<file path="src/rtl/seq_detector_param.sv">
// seq_detector_param: parametrised Moore serial-pattern detector.
// A PAT_W-bit history shift register plus a fill counter form the detector
// state. Detection can be overlapping or non-overlapping (chosen at run time).
// Only cycles with enable=1 take a sample. A saturating counter tallies the
// matches and can be cleared synchronously. Every output is a flop.
module seq_detector_param #(
    parameter int               PAT_W   = 4,
    parameter logic [PAT_W-1:0] PATTERN = 4'b1011,
    parameter int               CNT_W   = 8
) (
    input  logic             clock,
    input  logic             reset_n,
    input  logic             enable,
    input  logic             sequence_in,
    input  logic             overlap_mode,
    input  logic             clear_count,
    output logic             detector_out,
    output logic [CNT_W-1:0] match_count,
    output logic [4:0]       fill_level
);

    // fill_level is 5 bits wide, so it can hold any PAT_W from 2 to 16.
    localparam logic [4:0]       FILL_MAX = 5'(PAT_W);
    localparam logic [CNT_W-1:0] CNT_MAX  = {CNT_W{1'b1}};

    // Classify the fill counter. Encodings above PAT_W are illegal.
    // An illegal encoding is sent back to the reset state.
    typedef enum logic [1:0] {
        ST_EMPTY   = 2'd0,
        ST_PARTIAL = 2'd1,
        ST_FULL    = 2'd2,
        ST_ILLEGAL = 2'd3
    } fill_state_t;

    // Add one to the counter, but hold it at the all-ones value (no wrap).
    function automatic logic [CNT_W-1:0] sat_inc(input logic [CNT_W-1:0] value);
        logic [CNT_W-1:0] result;
        if (value == CNT_MAX) begin
            result = CNT_MAX;
        end else begin
            result = value + {{(CNT_W-1){1'b0}}, 1'b1};
        end
        return result;
    endfunction

    // Add one to the fill counter, but never go above the pattern length.
    function automatic logic [4:0] fill_advance(input logic [4:0] value);
        logic [4:0] result;
        if (value >= FILL_MAX) begin
            result = FILL_MAX;
        end else begin
            result = value + 5'd1;
        end
        return result;
    endfunction

    logic [PAT_W-1:0] hist_r;
    logic [4:0]       fill_r;
    logic             det_r;
    logic [CNT_W-1:0] cnt_r;

    logic [PAT_W-1:0] hist_s;
    logic [PAT_W-1:0] hist_shift_s;
    logic [4:0]       fill_s;
    logic [4:0]       fill_inc_s;
    logic             hit_s;
    logic             det_s;
    logic [CNT_W-1:0] cnt_s;
    fill_state_t      fill_state_s;

    // Shift the history and advance the fill counter as if this cycle takes a sample.
    always_comb begin
        hist_shift_s = {hist_r[PAT_W-2:0], sequence_in};
        fill_inc_s   = fill_advance(fill_r);
    end

    // Decode the fill counter into a detector state class.
    always_comb begin
        fill_state_s = ST_ILLEGAL;
        if (fill_r == 5'd0) begin
            fill_state_s = ST_EMPTY;
        end else if (fill_r < FILL_MAX) begin
            fill_state_s = ST_PARTIAL;
        end else if (fill_r == FILL_MAX) begin
            fill_state_s = ST_FULL;
        end else begin
            fill_state_s = ST_ILLEGAL;
        end
    end

    // Work out the next state, the match flag and the counter update.
    always_comb begin
        hist_s = hist_r;
        fill_s = fill_r;
        hit_s  = 1'b0;
        det_s  = 1'b0;
        cnt_s  = cnt_r;

        case (fill_state_s)
            ST_EMPTY, ST_PARTIAL, ST_FULL: begin
                if (enable) begin
                    hist_s = hist_shift_s;
                    hit_s  = (fill_inc_s == FILL_MAX) && (hist_shift_s == PATTERN);
                    // Non-overlap mode needs PAT_W fresh bits after a hit.
                    // Restarting the fill count makes the old history bits ignored.
                    if (hit_s && !overlap_mode) begin
                        fill_s = 5'd0;
                    end else begin
                        fill_s = fill_inc_s;
                    end
                end else begin
                    hist_s = hist_r;
                    fill_s = fill_r;
                end
            end
            default: begin
                hist_s = {PAT_W{1'b0}};
                fill_s = 5'd0;
            end
        endcase

        det_s = hit_s;

        // If clear and a hit come together, the clear wins and the hit is dropped.
        if (clear_count) begin
            cnt_s = {CNT_W{1'b0}};
        end else if (hit_s) begin
            cnt_s = sat_inc(cnt_r);
        end else begin
            cnt_s = cnt_r;
        end
    end

    // Register the state, the flag and the counter. Reset is asynchronous.
    always_ff @(posedge clock or negedge reset_n) begin
        if (!reset_n) begin
            hist_r <= {PAT_W{1'b0}};
            fill_r <= 5'd0;
            det_r  <= 1'b0;
            cnt_r  <= {CNT_W{1'b0}};
        end else begin
            hist_r <= hist_s;
            fill_r <= fill_s;
            det_r  <= det_s;
            cnt_r  <= cnt_s;
        end
    end

    // Drive the outputs straight from flops, so no path runs from inputs to outputs.
    always_comb begin
        detector_out = det_r;
        match_count  = cnt_r;
        fill_level   = fill_r;
    end

endmodule

</file>
<file path="config.mk">
export PLATFORM = sky130hd
export DESIGN_NAME = seq_detector_param
export DESIGN_NICKNAME = d
export VERILOG_FILES = /design/src/rtl/seq_detector_param.sv
export SDC_FILE = /design/constraint.sdc
export NUM_CORES = 1
export LEC_CHECK = 0
export BUFFER_PORTS_ARGS = -buffer_cell sky130_fd_sc_hd__buf_2
export CORE_UTILIZATION = 52
export DETAILED_ROUTE_END_ITERATION = 8
export PLACE_DENSITY = 0.8
export SETUP_SLACK_MARGIN = 0.3
export SLEW_MARGIN = 20
export SYNTH_ARGS = -nofsm -noshare
export SYNTH_HDL_FRONTEND = slang
export SYNTH_SLANG_ARGS = --single-unit
</file>
<file path="constraint.sdc">
create_clock -name clock -period 2.4 [get_ports clock]
set_input_delay 0.12 -clock clock [delete_from_list [all_inputs] [get_ports clock]]
set_output_delay 0.12 -clock clock [all_outputs]
set_load 0.1 [all_outputs]
</file>
== Word level (Yosys, flattened, before mapping) ==
Cells that the tools add are included.
Widths: inputs -> output; s select.
Cells by class
  $add $sub $neg: 2
  multiply operators: 0
  div/mod/pow operators: 0
  magnitude comparators: 2
  equal/unequal tests: 7
  shift-type cells: 0
  multiplexer cells: 14
  bitwise gates (word level): 0
  reductions and logical operators: 7
Operator list (count)
  $mux 8: 3
  $mux 5: 4
  $eq 5x3->1 const B: 2
  $add 8x1->8 const B: 1
  $eq 8x8->1 const B: 1
  $mux 3: 2
  $add 5x1->5 const B: 1
  $ge 5x3->1 const B: 1
  $logic_not 5->1: 1
  $lt 5x3->1 const B: 1
  $eq 4x4->1 const B: 1
  $mux 2: 2
  $mux 1: 3
  $reduce_or 3->1: 1
  $eq 2x1->1 const B: 1
  $eq 2x2->1 const B: 1
  $logic_and 1x1->1: 2
  $logic_not 2->1: 1
  $ne 2x2->1 const B: 1
  $reduce_bool 2->1: 1
  $logic_not 1->1: 1
Word-level totals
  flip-flop bits (word level): 17
  latch bits: 0
  bits in writable memories: 0
  ROM bits: 0
  input bits: 6
  output and inout port bits: 14
  word-level logic and storage cells: 36
  memories: 0

== Logic depth before layout (Yosys ltp) ==
  word-level depth: 9
  mapped depth: 7
  gate-level depth less buffers: 6

== Least setup slack after synthesis ==
Ideal clock, no wire load.
  path kind: reg-to-reg
  start: register fill_r[0], in the netlist fill_level[0]
  end: register cnt_r[6], in the netlist match_count[6]
  setup time: 0.096 ns
  data arrival time: 2.324 ns
  path slack: -0.020 ns
  stages on the path, launching flop included: 8
  clock period less this slack: 2.420 ns
  cells stage by stage: dfrtp_1 -> inv_1 -> ha_1 -> and3b_1 -> o311a_1 -> buf_6 -> a41oi_2 -> a311oi_2
Between the ends
  longest elaborated chain between the ends: 8
  elaborated cells on any way between the ends: 18
  those cells by class: 1 x add/sub; 2 x order compare; 4 x eq/ne; 6 x mux; 5 x reduce/logical
RTL lines
  start: declaration: RTL line 58  | logic [4:0] fill_r;
  start signal: assignment: RTL line 143  | fill_r <= fill_s;
  branches (longest 6 deep; another with $add 5x1->5)
  $mux 1 *: RTL line 99  | case (fill_state_s)
  $reduce_bool 2->1 (no line) *
  end signal: assignment: RTL line 140  | cnt_r <= {CNT_W{1'b0}};
  end signal: assignment: RTL line 145  | cnt_r <= cnt_s;
  end: declaration: RTL line 60  | logic [CNT_W-1:0] cnt_r;
Mark *: on every way between the ends.
A chain may end at the register's enable or synchronous reset.

== Worst setup path in the final report ==
  start: register fill_r[0], in the netlist fill_level[0]
  end: register cnt_r[2], in the netlist match_count[2]
The elaborated chain is that of the path after synthesis.

==> flow_summary.toml <==
[status]
outcome = "finished clean"

[global_route]
grt_overflow = 0
grt_use_met2_pct = 37.35
grt_busiest_layer = "met2"
grt_pass1_wl_um = 3153
antenna_found_initial = 0
grt_util_met3_pct = 7.347
first_global_vias = 712
grt_util_met1_pct = 28.16
grt_max_degree = 18
gr-usage-all-layers_pct = 22.66

[setup_path]
r2r_start = "fill_level[0]"
crit_path_end = "match_count[2]"
critPathLaunchType = "flop"
worstSetupEndpointType = "flop"
timing.critical_path.slowest_cell_delay_ns = 0.51
crit_start = "fill_level[0]"
timing.rr.end = "match_count[2]"
crit_fanout = 10
cp.required_ns = 2.60
crit_slowest_cell = "dfrtp_4"
cp.arrival_ns = 2.20
worstSetupPathType = "reg -> reg"
worstRegToRegCells = 6
cp_cell_sequence = "inv_1, ha_1, and3b_1, o311a_1, a31oi_1, a311oi_1"
rrSetupSlack_ns = 0.40

[synthesis]
syn_area_per_cell_um2 = 10.65
yosysWarnings = 0
synth-seq-area-share_pct = 45.39
synth_area_um2 = 937.1
synth_area_leader_cell = "dfrtp_1"
synth_top_area_share_pct = 45.39
synth.area.top_cells = "dfrtp_1, ha_1, nor2_1"
yosysUniqueCellTypes = 32
synth_cells = 88
yosys_register_bits = 17

[sta]
period_share_pct = 83.43
holdWs_ns = 0.08479
slew_violations = 0
tns_ns = 0
max_freq_ghz = 0.4994
hold_viol = 0
layout_setup_ws_ns = 0.3977
min_period_ns = 2.002
setup_viol = 0
rsz0062_at_grt = "false"
fin_worst_skew_ns = 0.01275

[clocking]
post_cts_resized = 0
postCtsSetupBuffers = 0
cts_buffers = 3
clockBufferDepth = 2
clk_latency_ns = 0.30
cts.clk_slew.worst_paths_ns = 0.10
cts.sinks = 17
cts_tree = "built"
h-tree-depth = 1
postCtsHoldBufs = 1
root_buffer = "clkbuf_4"

[power]
swShare_pct = 26.81
power_w = 0.0004970
ir_worst_vdd_uv = 413.7
intPower_w = 0.0003637
seq_power_share_pct = 59.0
p_leak_nw = 0.4817
pwr-share-comb_pct = 10.7
powerDensity_nw_per_um2 = 465.1
power_switching_w = 0.0001332
clockPowerShare_pct = 30.4

[floorplanning]
num_io_pins = 20
dieHeight_um = 44.45
die_width_um = 44.45
initial_core_util_pct = 58.79
coreArea_um2 = 1594
placementRows = 14
dieArea_um2 = 1976

[placed_design]
numPortBuffers = 19
gp_congestion = 0.8368
dp_slack_ns = 0.4368
dp_hpwl_um = 1368
dp_cells = 127

[routing]
drc = 0
via_per_inst = 5.636
detail-route-antenna-nets = 0
num_vias = 744
drt-initial-drc-count = 17
firstDrtPassIters = 4
routed_wl_um = 1837
avgRoutedWirePerCell_um = 13.92

[final_layout]
area_growth_pct = 14.02
antenna_cells = 0
fin_cells = 132
num-nets-final = 118
drive_gt1_share_pct = 31.48

[flow_run]
drv_cap = 0

[hold_path]
hp-class = "in -> reg"
==> per-stage QoR <==
| stage | utilization [%] | cell area [um2] |
|---|---|---|
| 3_5_place_dp | 64.68 | 1031 |
| 2_1_floorplan | - | 948.4 |
| 6_report | 67.03 | 1069 |
| 5_1_grt | 67.03 | 1069 |
| 3_3_place_gp | 64.68 | 1031 |
| 4_1_cts | 67.03 | 1069 |
==> worst max-delay path, delay by kind of cell, from the launching register on <==
family	cells	cell delay, ns
adder cells (fa/ha/maj)	1	0.23
flip-flops	1	0.51
AO/OA/AOI/OAI	3	0.81
buffers and inverters	1	0.07
AND/OR/NAND/NOR	1	0.28
==> synth_stat cells <==
| library cell | count |
|---|---|
| nand2_1 | 2 |
| a21oi_1 | 6 |
| nand3_1 | 2 |
| nand4_1 | 3 |
| and3_1 | 2 |
| nor4_1 | 3 |
| buf_6 | 3 |
| a41oi_2 | 1 |
| o311ai_4 | 1 |
| nor2_1 | 10 |
| and2b_1 | 1 |
| buf_1 | 1 |
| a311oi_1 | 2 |
| dfrtp_1 | 17 |
| conb_1 | 1 |
| and4_4 | 1 |
| buf_2 | 1 |
| and4b_4 | 1 |
| nor3b_1 | 2 |
| o311a_1 | 1 |
| nand3b_1 | 1 |
| ha_1 | 3 |
| a311oi_2 | 1 |
| a31oi_1 | 3 |
| nor3_2 | 2 |
| and3b_1 | 1 |
| nor3_1 | 3 |
| inv_1 | 4 |
| nor4b_1 | 2 |
| or2_1 | 2 |
| a211oi_1 | 2 |
| mux2i_1 | 3 |
==> layer usage <==
metal | share of wire, % | vias up
li1 | - | 370
met3 | 4.8 | 5
met5 | 0 | -
met2 | 48 | 20
met1 | 46 | 349
met4 | 1.5 | 0
==> layout by cell type, fill, tap and decap left out, types with 4 or more instances in the layout <==
| cell type | n |
|---|---|
| nor2_1 | 10 |
| inv_1 | 4 |
| a21oi_1 | 6 |
| dfrtp_1 | 13 |
| buf_2 | 19 |
==> final cells by class <==
type / instances / area [um2]
repair buffers: 20 / 105.1
well taps: 24 / 30.03
multi-input cells: 63 / 457.9
inverters: 4 / 15.01
clock inverters: 1 / 5.005
fillers: 130 / 525.5
clock buffers: 3 / 22.52
flip-flops and latches: 17 / 432.9
==> power groups by stage <==
stage	Sequential (W)	Combinational (W)	Clock (W)
3_5_place_dp	0.000299	0.0000523	0
3_3_place_gp	0.000299	0.0000518	0
5_1_grt	0.000294	0.0000573	0.000167
2_1_floorplan	0.000319	0.0000206	0
4_1_cts	0.000293	0.0000536	0.000157
6_report	0.000293	0.0000531	0.000151
==> registers in the layout, indices dropped and copies added (netlist names) <==
register,flops
fill_level,5
detector_out,1
match_count,8
hist_r,3
==> kinds of logic after synthesis <==
group                    share of synthesized area, %
multiplexers                                    3.204
adder cells (fa/ha/maj)                         4.006
flip-flops                                      45.39
buffers and inverters                           6.140
other                                          0.4001
AO/OA/AOI/OAI                                   15.89
AND/OR/NAND/NOR                                 24.97
==> how the worst min path moves through the flow <==
| stage | from | end | slack [ns] | cells past startpoint |
|---|---|---|---|---|
| global placement | reset_n | hist_r[2] | 0.06 | 1 |
| CTS | clear_count | match_count[6] | 0.07 | 2 |
| finish | clear_count | match_count[6] | 0.08 | 2 |
| detailed placement | reset_n | hist_r[2] | 0.06 | 1 |
| global route | clear_count | match_count[6] | 0.08 | 2 |
| floorplan | reset_n | detector_out | -0.18 | 0 |
Note: power is estimated with default switching activity, not from simulation.
